File: config.mk
export PLATFORM = sky130hd
export DESIGN_NAME = bcd_countdown_timer
export DESIGN_NICKNAME = d
export VERILOG_FILES = /design/src/rtl/bcd_countdown_timer.sv
export SDC_FILE = /design/constraint.sdc
export NUM_CORES = 1
export LEC_CHECK = 0
export BUFFER_PORTS_ARGS = -buffer_cell sky130_fd_sc_hd__buf_2
export CORE_MARGIN = 10
export CORE_UTILIZATION = 35
export CTS_BUF_LIST = sky130_fd_sc_hd__clkbuf_4
export DETAILED_ROUTE_END_ITERATION = 6
export PLACE_DENSITY = 0.69
export SLEW_MARGIN = 10
export SYNTH_ARGS = -nofsm -noshare
export SYNTH_HDL_FRONTEND = slang
export SYNTH_SLANG_ARGS = --single-unit
File: constraint.sdc
create_clock -name clk -period 5.7 [get_ports clk]
set_input_delay 0.285 -clock clk [delete_from_list [all_inputs] [get_ports clk]]
set_output_delay 0.285 -clock clk [all_outputs]
set_load 0.05 [all_outputs]
File: src/rtl/bcd_countdown_timer.sv
// Multi-digit BCD countdown timer with run/pause/done control.
// Counts a loaded (digit-clamped) BCD value down on tick strobes; optional auto-reload.
module bcd_countdown_timer #(
  parameter int DIGITS      = 4,
  parameter bit AUTO_RELOAD = 1'b0
) (
  input  logic                  clk,
  input  logic                  clr,
  input  logic                  tick,
  input  logic                  load,
  input  logic [4*DIGITS-1:0]   din,
  input  logic                  start,
  input  logic                  pause,
  output logic [4*DIGITS-1:0]   qout,
  output logic                  tc,
  output logic                  busy,
  output logic                  done,
  output logic                  done_p
);

  localparam int W = 4 * DIGITS;

  typedef enum logic [1:0] {IDLE, RUN, PAUSE, DONE} state_e;

  state_e         state_q, state_d;
  logic [W-1:0]   qout_q, qout_d;
  logic [W-1:0]   reload_q, reload_d;
  logic           busy_q, busy_d;
  logic           done_q, done_d;
  logic           done_p_q, done_p_d;

  logic [W-1:0]   din_clamped;
  logic [W-1:0]   qout_dec;
  logic           qout_is_zero;
  logic           qout_is_one;

  assign qout_is_zero = (qout_q == '0);
  assign qout_is_one  = (qout_q == {{(W-1){1'b0}}, 1'b1});

  always_comb begin
    din_clamped = '0;
    for (int i = 0; i < DIGITS; i++) begin
      din_clamped[4*i +: 4] = (din[4*i +: 4] > 4'd9) ? 4'd9 : din[4*i +: 4];
    end
  end

  // Ripple-borrow BCD decrement: a zero digit wraps to 9 and passes the borrow upward.
  always_comb begin
    logic borrow;
    borrow   = 1'b1;
    qout_dec = qout_q;
    for (int i = 0; i < DIGITS; i++) begin
      if (borrow) begin
        if (qout_q[4*i +: 4] == 4'd0) begin
          qout_dec[4*i +: 4] = 4'd9;
        end else begin
          qout_dec[4*i +: 4] = qout_q[4*i +: 4] - 4'd1;
          borrow             = 1'b0;
        end
      end
    end
  end

  always_comb begin
    state_d  = state_q;
    qout_d   = qout_q;
    reload_d = reload_q;
    done_p_d = 1'b0;

    if (load) begin
      qout_d   = din_clamped;
      reload_d = din_clamped;
      state_d  = IDLE;
    end else begin
      case (state_q)
        IDLE: begin
          if (start) begin
            if (qout_is_zero) begin
              state_d  = DONE;
              done_p_d = 1'b1;
            end else begin
              state_d  = RUN;
            end
          end
        end
        RUN: begin
          if (pause) begin
            state_d = PAUSE;
          end else if (tick) begin
            if (qout_is_one) begin
              done_p_d = 1'b1;
              if (AUTO_RELOAD && (reload_q != '0)) begin
                qout_d = reload_q;
              end else begin
                qout_d  = '0;
                state_d = DONE;
              end
            end else if (!qout_is_zero) begin
              qout_d = qout_dec;
            end
          end
        end
        PAUSE: begin
          if (start && !pause) begin
            state_d = RUN;
          end
        end
        DONE: begin
          qout_d = '0;
        end
        default: begin
          state_d = IDLE;
        end
      endcase
    end

    busy_d = (state_d == RUN) || (state_d == PAUSE);
    done_d = (state_d == DONE);
  end

  always_ff @(posedge clk) begin
    if (clr) begin
      state_q  <= IDLE;
      qout_q   <= '0;
      reload_q <= '0;
      busy_q   <= 1'b0;
      done_q   <= 1'b0;
      done_p_q <= 1'b0;
    end else begin
      state_q  <= state_d;
      qout_q   <= qout_d;
      reload_q <= reload_d;
      busy_q   <= busy_d;
      done_q   <= done_d;
      done_p_q <= done_p_d;
    end
  end

  assign qout   = qout_q;
  assign tc     = qout_is_zero;
  assign busy   = busy_q;
  assign done   = done_q;
  assign done_p = done_p_q;

endmodule
==> impl_metrics.yaml, run 1 <==
outcome:
  status: "finished, final reports clean"
clock_tree:
  tritoncts: "yes"
  cts_made_buffers: 3
  clk_pin_slew_ns: 0.12
  cts_buffer_depth: 2
  cts_resized: 0
  clk_latency_ns: 0.31
  post_cts_buffers: 0
  hold_buffers: 0
  clock_sink_count: 21
  cts-root-buf: "clkbuf_4"
  h-tree-depth: 1
floorplan:
  coreArea_mm2: 0.00409
  io_pins: 42
  die-height_um: 85.9
  rows: 23
  fp.dieW_um: 85.9
  die_area_mm2: 0.00737
  initial_utilization: 0.371
placed_design:
  io_buffer_count: 41
  placed_cells: 269
  gp_congestion: 0.888
  hpwl_um: 3250
setup_path:
  cp.required_ns: 5.91
  path_class: "reg2reg"
  path_max_fanout: 9
  critPathArrivalTime_ns: 2.72
  crit_path_start_kind: "flop"
  cp-end-kind: "flop"
  reg2reg_slack_ns: 3.19
route:
  ant_nets: 0
  drtIter0Drc: 107
  drc: 0
  dr.pass1.iters: 4
  routed_wl_um: 4230
  routedWlPerCell_um: 15.5
  vias: 1536
  vias_per_cell: 5.63
global_routing:
  grt_max_degree: 22
  antenna_found_initial: 0
  grt_pass1_vias: 1468
  overflow: 0
  track_usage: 0.110
  grt_pass1_wl_um: 6960
synth:
  yosys-top-cells-area: "dfxtp_1 (28%), ha_1 (5.8%), o21ai_0 (5.6%), inv_1 (4.9%), a21oi_1 (3.3%)"
  synthFlopType: "dfxtp_1"
  synth_common_cells: "dfxtp_1 (21), inv_1 (20), o21ai_0 (17), nor2_1 (13), a21oi_1 (10)"
  syn_area_mm2: 0.00152
  syn_inst: 186
  synth_edf_count: 0
  synth_top_area_frac: 0.277
  synth_async_sr_flop_share: 0
  mappedNetlistNets: 215
  seq_area_frac_synth: 0.277
  synth.ff_latch_count: 21
  yosysMostFrequentCell: "dfxtp_1"
  syn_area_per_cell_um2: 8.16
  synth_cell_types: 55
  yosys_warnings: 0
  yosys.area.top_type: "dfxtp_1"
timing:
  skew_ns: 0.0101
  rsz0062_at_grt: "false"
  worst_pin_slew_ns: 0.568
  max_slew_margin: 0.622
  hold_viol: 0
  setup_viol: 0
  maxSlewViolCount: 0
  finalCritPeriodShare: 0.440
  fmax_ghz: 0.398
  setup_tns_ns: 0
  fin_crit_ns: 2.51
final_layout:
  layout.cells.non_filler: 273
  fill_cells: 445
  nets: 253
  n_antenna_cell: 0
  area_delta_synth_final_pct: 16.1
  drive_gt1_frac: 0.260
job:
  cap_violations: 0
pwr:
  vdd.ir_drop.worst_v: 0.000107
  cellPowerDensity_mw_per_mm2: 231
  p_leak_uw: 0.000760
worst_hold_path:
  hold_path_class: "in2reg"
-- critical path, stage by stage (launching register included) --
cell,delay [ns]
dfxtp_1,0.34
inv_1,0.11
ha_1,0.21
nor3b_2,0.40
and4_1,0.47
a21oi_1,0.13
o32ai_1,0.26
and2_1,0.17
ha_1,0.21
nor2b_1,0.12
-- routing by layer --
metal / global-route usage / up-vias / share of wire
met5: 0 / - / 0
met4: 0.0240 / 0 / 0.0059
met3: 0.0360 / 2 / 0.065
met2: 0.185 / 43 / 0.47
met1: 0.134 / 712 / 0.46
li1: - / 779 / -
-- final timing paths --
path | start | endpoint | depth (start not counted)
worst max register to register | qout[8] | busy | 9
worst min-delay path | din[3] | qout[3] | 3
worst max-delay path | qout[8] | busy | 9
worst min register to register | qout[5] | qout[5] | 2
-- cell families after synthesis --
kind of cell    after synthesis  synth area share
compound gates               79             0.362
mux                           1           0.00742
flops                        21             0.277
simple gates                 50             0.213
buf+inv                      28            0.0833
fa+ha+maj                     7            0.0577
-- cells in the final DEF, fill, tap and decap left out, drive strengths merged, types with 2 or more instances in the layout --
| master | netlist | layout |
|---|---|---|
| ha | 7 | 7 |
| a22oi | 5 | 5 |
| o31ai | 2 | 2 |
| nor3 | 7 | 7 |
| or3b | 2 | 2 |
| buf | 5 | 41 |
| clkbuf | 3 | 3 |
| and2 | 2 | 2 |
| nor2b | 4 | 4 |
| nor3b | 5 | 5 |
| nand3 | 2 | 2 |
| inv | 20 | 20 |
| o21a | 2 | 2 |
| nand3b | 3 | 3 |
| and4 | 2 | 2 |
| o21bai | 3 | 3 |
| o21ai | 24 | 24 |
| a21oi | 11 | 11 |
| o311a | 2 | 2 |
| or2 | 2 | 2 |
| nor2 | 13 | 13 |
| dfxtp | 21 | 21 |
| a211oi | 7 | 7 |
| a31oi | 3 | 3 |
| a41oi | 3 | 3 |
| a32oi | 4 | 4 |
| a31o | 3 | 3 |
| nor4 | 4 | 4 |
-- flip-flops by register name, indices dropped and copies added, names as in the netlist --
signal	flops
done_p	1
qout	16
done	1
busy	1
state_q	2
-- report_power, final --
group | switching [µW] | leakage [µW] | internal [µW]
clock | 47.2 | 0.0000177 | 26.2
combinational | 105 | 0.000570 | 55.7
sequential | 14.5 | 0.000173 | 158
total | 166 | 0.000760 | 240
-- metrics by stage --
step | power, µW | hold WS, ns | setup WS, ns | util | instance area (µm²)
final | 406 | 0.256 | 3.19 | 0.431 | 1760
after global routing | 434 | 0.243 | 2.94 | 0.431 | 1760
after CTS | 409 | 0.247 | 3.21 | 0.431 | 1760
after detailed placement | 335 | 0.534 | 3.20 | 0.424 | 1730
after global placement | 335 | 0.524 | 3.28 | 0.424 | 1730
after floorplan | 296 | 0.357 | 3.18 | - | 1520
-- final cells by class --
type / instances / area, µm² / share of cell area
clock inverter: 1 / 5.00 / 0.00284
inverter: 20 / 75.1 / 0.0426
timing repair buffer: 41 / 205 / 0.116
clock buffer: 3 / 22.5 / 0.0128
multi-input combinational: 137 / 971 / 0.551
tap: 50 / 62.6 / 0.0355
sequential: 21 / 420 / 0.239
(Power assumes the default switching activity.)
==> inputs of run 2 (changes only) <==
--- a/config.mk
+++ b/config.mk
@@ -10,7 +10,7 @@
 export CORE_UTILIZATION = 35
 export CTS_BUF_LIST = sky130_fd_sc_hd__clkbuf_4
 export DETAILED_ROUTE_END_ITERATION = 6
-export PLACE_DENSITY = 0.69
+export PLACE_DENSITY = 0.71
 export SLEW_MARGIN = 10
 export SYNTH_ARGS = -nofsm -noshare
 export SYNTH_HDL_FRONTEND = slang
==> constraint.sdc (replaced) <==
create_clock -name clk -period 2.2 [get_ports clk]
set_input_delay 0.11 -clock clk [delete_from_list [all_inputs] [get_ports clk]]
set_output_delay 0.11 -clock clk [all_outputs]
set_load 0.05 [all_outputs]
==> impl_metrics.yaml, run 2 (synthesized netlist as in run 1, its figures left out) <==
outcome:
  status: "finished, final reports clean"
global_routing:
  grt_pass1_wl_um: 7510
  grt_pass1_vias: 1575
  antenna_found_initial: 0
  track_usage: 0.120
  grt_max_degree: 22
  overflow: 0
timing:
  worst_pin_slew_ns: 0.478
  maxSlewViolCount: 0
  hold_viol: 0
  max_slew_margin: 0.680
  finalCritPeriodShare: 0.942
  fin_crit_ns: 2.07
  setup_viol: 0
  skew_ns: 0.00529
  fmax_ghz: 0.482
  rsz0062_at_grt: "false"
  holdWs_ns: 0.108
  setup_tns_ns: 0
final_layout:
  drive_gt1_frac: 0.394
  fill_cells: 411
  final_core_util: 0.482
  nets: 266
  final_cell_mix: "buf_2 (41), o21ai_0 (17)"
  n_antenna_cell: 0
  area_delta_synth_final_pct: 29.8
  seqCellArea_um2: 448
  largest_register_ffs: 16
  multi_input_area_mm2: 0.00105
  final_common_cell: "buf_2"
  layout.cells.non_filler: 286
clock_tree:
  hold_buffers: 0
  cts_made_buffers: 3
  cts_buffer_depth: 2
  cts-root-buf: "clkbuf_4"
  clock_sink_count: 21
  tritoncts: "yes"
  clk_latency_ns: 0.31
  h-tree-depth: 1
  clk_pin_slew_ns: 0.12
placed_design:
  hpwl_um: 3500
  placed_cells: 279
  gp_congestion: 0.881
  io_buffer_count: 41
route:
  ant_nets: 0
  drtIter0Drc: 195
  vias_per_cell: 5.71
  drc: 0
  dr.pass1.iters: 4
  routed_wl_um: 4600
  routedWlPerCell_um: 16.1
  vias: 1634
floorplan:
  fp.dieW_um: 85.9
  initial_utilization: 0.371
  die-height_um: 85.9
  io_pins: 42
  coreArea_mm2: 0.00409
  rows: 23
  die_area_mm2: 0.00737
worst_hold_path:
  hp-start: "din[3]"
  hold_end: "qout[3]"
  hold_depth: 3
  hold_path_class: "in2reg"
pwr:
  p_leak_uw: 0.000839
  cellPowerDensity_mw_per_mm2: 584
  vdd.ir_drop.worst_v: 0.000273
setup_path:
  rr_endpoint: "busy"
  reg2regPathDepth: 9
  path_cells: "inv_1 > ha_2 > nor3b_4 > and4_4 > a21oi_1 > o32ai_2 > and2_1 > ha_1 > nor2b_1"
  cp_top_family: "simple AND/OR/NAND/NOR gates"
  path_class: "reg2reg"
  crit_path_start_kind: "flop"
  cp-end-kind: "flop"
  crit_path_top_delay_cell: "dfxtp_4"
  reg2reg_slack_ns: 0.13
  cp.required_ns: 2.40
  critPathArrivalTime_ns: 2.27
  regToRegStartpoint: "qout[5]"
  critPathBufInv: 1
  path_max_fanout: 4
  cpPeakStageDelay_ns: 0.37
job:
  cap_violations: 0
[run 2: worst min-delay path, delay by kind of cell]
kind | cells | cell delay, ns
buffers and inverters | 1 | 0.10
AO/OA/AOI/OAI | 1 | 0.08
AND/OR/NAND/NOR | 1 | 0.10
[run 2: power by group]
group          switching, µW  internal, µW  total [µW]
Sequential              44.0           410         454
Combinational            294           200         494
Clock                    121          83.1         204
Total                    459           693        1150
[run 2: area by class of cell]
cell class                      instances  share of cell area
Clock buffer                            4              0.0152
Sequential cell                        21               0.227
Tap cell                               50              0.0317
Multi-Input combinational cell        137               0.533
Timing Repair Buffer                   54               0.154
Inverter                               20              0.0394
[run 2: what timing repair did]
| action | CTS | global route |
|---|---|---|
| endpoints found under the setup margin | 0 | 11 |
| gates resized for setup | 0 | 19 |
| setup buffers | 0 | 3 |
[run 2: how the worst max path moves through the flow]
stage	slack, ns	to	cells past startpoint	start
2_1_floorplan	0.00009	busy	10	qout[9]
3_3_place_gp	0.13	busy	9	qout[1]
3_5_place_dp	0.06	busy	9	qout[0]
4_1_cts	0.008	busy	9	qout[8]
5_1_grt	0.01	busy	9	qout[5]
6_report	0.13	busy	9	qout[5]
[run 2: routing by layer]
metal | track usage | share of wire | wire length, µm | vias to the layer above
li1 | - | - | - | 809
met1 | 0.141 | 0.43 | 1970 | 752
met2 | 0.206 | 0.49 | 2280 | 61
met3 | 0.0284 | 0.059 | 273 | 12
met4 | 0.0449 | 0.018 | 81 | 0
met5 | 0 | 0 | 0 | -
[run 2: through the flow]
| stage | instance area (µm²) | setup WS (ns) | power (µW) |
|---|---|---|---|
| final | 1970 | 0.127 | 1150 |
| after global routing | 1970 | 0.00955 | 1220 |
| after CTS | 1880 | 0.00842 | 1110 |
| after detailed placement | 1850 | 0.0640 | 903 |
| after global placement | 1850 | 0.128 | 898 |
| after floorplan | 1550 | 0.0000946 | 774 |
==> inputs of run 3 (changes only) <==
--- a/config.mk
+++ b/config.mk
@@ -5,6 +5,7 @@
 export SDC_FILE = /design/constraint.sdc
 export NUM_CORES = 1
 export LEC_CHECK = 0
+export ABC_AREA = 1
 export BUFFER_PORTS_ARGS = -buffer_cell sky130_fd_sc_hd__buf_2
 export CORE_MARGIN = 10
 export CORE_UTILIZATION = 35
==> impl_metrics.yaml, run 3 <==
global_routing:
  met3_usage: 0.0418
  use_met1: 0.128
  grt_pass1_vias: 1653
  grt_most_used_layer: "met2"
  track_usage: 0.112
  grt_max_degree: 19
  antenna_found_initial: 0
  overflow: 0
  met2_usage: 0.189
  grt_pass1_wl_um: 7270
synth:
  yosys.area.top_type: "dfxtp_1"
  yosys-top-cells-area: "dfxtp_1 (26%), nand2_1 (12%), nor2_1 (11%), nand3_1 (5.5%), ha_1 (5.4%)"
  muxShareOfSynthArea: 0
  synth_cell_types: 35
  syn_area_mm2: 0.00163
  synth_async_sr_flop_share: 0
  synth_top_family_by_area: "simple AND/OR/NAND/NOR gates"
  syn_area_per_cell_um2: 6.42
  synth_common_cells: "nand2_1 (52), nor2_1 (47), inv_1 (23), dfxtp_1 (21), nand3_1 (18)"
  synthFlopType: "dfxtp_1"
  yosys_warnings: 0
  synth_xor_area_frac: 0.0108
  synth_top_area_frac: 0.259
  syn_inst: 253
  synth_edf_count: 0
  yosysMostFrequentCell: "nand2_1"
  seq_area_frac_synth: 0.259
  yosys.area_share.simple: 0.431
  synthAdderAreaFrac: 0.0539
  synth_compound_area_frac: 0.152
  mappedNetlistNets: 282
  synth.ff_latch_count: 21
final_layout:
  seqCellArea_um2: 420
  nets: 327
  final_area_mm2: 0.00193
  final_common_cell: "nand2_1"
  area_delta_synth_final_pct: 18.6
  final_cell_mix: "nand2_1 (52), nor2_1 (47), buf_2 (41)"
  largest_register_ffs: 16
  fill_cells: 471
  multi_input_area_mm2: 0.00105
  drive_gt1_frac: 0.269
  n_antenna_cell: 0
timing:
  hold_viol: 0
  finalCritPeriodShare: 0.835
  rsz0062_at_grt: "false"
  skew_ns: 0.0161
  setup_viol: 0
  fmax_ghz: 0.544
  worst_pin_slew_ns: 0.532
  maxSlewViolCount: 0
  max_slew_margin: 0.643
  fin_crit_ns: 1.84
  setup_tns_ns: 0
setup_path:
  crit_path_start_kind: "flop"
  cp_top_family: "buffers and inverters"
  cpPeakStageDelay_ns: 0.35
  crit_path_top_delay_cell: "dfxtp_1"
  cp-end-kind: "output pin"
  path_class: "reg2out"
  critPathBufInv: 4
  cp.required_ns: 2.09
  path_cells: "inv_1 > ha_1 > nand3_2 > inv_1 > nand3_2 > inv_2 > buf_2"
  critPathArrivalTime_ns: 1.73
  path_max_fanout: 5
route:
  routed_wl_um: 4270
  ant_nets: 0
  vias: 1727
  drtIter0Drc: 91
  drc: 0
  vias_per_cell: 4.95
  routedWlPerCell_um: 12.2
  dr.pass1.iters: 4
floorplan:
  die-height_um: 88.1
  io_pins: 42
  rows: 24
  fp.dieW_um: 88.1
  initial_utilization: 0.368
  coreArea_mm2: 0.00441
  die_area_mm2: 0.00777
pwr:
  vdd.ir_drop.worst_v: 0.000298
  cellPowerDensity_mw_per_mm2: 623
  p_leak_uw: 0.00102
placed_design:
  io_buffer_count: 41
  dpl_cell_area_mm2: 0.00189
  gp_congestion: 0.908
  hpwl_um: 3490
clock_tree:
  cts_buffer_depth: 2
  cts-root-buf: "clkbuf_4"
  cts_made_buffers: 3
  post_cts_buffers: 0
  clk_latency_ns: 0.33
  tritoncts: "yes"
  h-tree-depth: 1
  clk_pin_slew_ns: 0.13
  clock_sink_count: 21
outcome:
  status: "finished, final reports clean"
worst_hold_path:
  hold_path_class: "in2reg"
job:
  cap_violations: 0
## run 3: cell count changes after synthesis, moves of 6 or more
cell	before	now
a211oi_1	6	0
nand3_1	2	18
nor2_4	0	6
nand2_1	1	52
o21ai_0	17	11
inv_2	0	12
nor2_1	13	47
## run 3: logic make-up after synthesis
family                   after synthesis
XOR/XNOR                               2
flip-flops                            21
AO/OA/AOI/OAI                         40
buffers and inverters                 40
adder cells (fa/ha/maj)                7
AND/OR/NAND/NOR                      143
## run 3: worst min-delay path, cell delays in order
cell and delay, ns:
buf_2 0.13, nor2_1 0.07, nand2_1 0.06, a21oi_1 0.06
## run 3: where the power goes
group	total [µW]	switching (µW)	internal, µW
registers	451	34.9	416
logic	552	383	169
clock network	198	129	68.2
total	1200	547	654
## run 3: path summary, 6_finish.rpt
kind	start	endpoint	slack, ns	cells after the start
worst max-delay path	qout[8]	tc	0.36	7
worst min-delay path	pause	done_p	0.13	4
worst max register to register	qout[12]	busy	0.38	13
worst min register to register	qout[13]	qout[13]	0.52	2
## run 3: area by class of cell
| type | count | area share |
|---|---|---|
| multi-input combinational | 192 | 0.546 |
| timing repair buffer | 43 | 0.116 |
| inverter | 37 | 0.0720 |
| clock inverter | 1 | 0.00260 |
| sequential | 21 | 0.218 |
| tap | 52 | 0.0337 |
| clock buffer | 3 | 0.0117 |
## run 3: per-stage QoR
step | hold slack [ns] | std cells | setup slack (ns) | util | total power [µW]
5_1_grt | 0.126 | 349 | 0.187 | 0.437 | 1290
3_3_place_gp | 0.302 | 344 | 0.403 | 0.428 | 1000
4_1_cts | 0.110 | 349 | 0.347 | 0.437 | 1210
6_report | 0.126 | 349 | 0.363 | 0.437 | 1200
2_1_floorplan | 0.181 | 253 | 0.0389 | - | 884
3_5_place_dp | 0.303 | 344 | 0.397 | 0.428 | 1010
## run 3: timing repair
item | CTS | global route
endpoints found under the hold margin | 2 | 0
hold buffers | 1 | 0
gates resized for setup | 0 | 0
## run 3: routing by layer
metal | vias to the layer above | part of all wire
li1 | 899 | -
met1 | 778 | 0.45
met2 | 44 | 0.46
met3 | 6 | 0.078
met4 | 0 | 0.015
met5 | - | 0
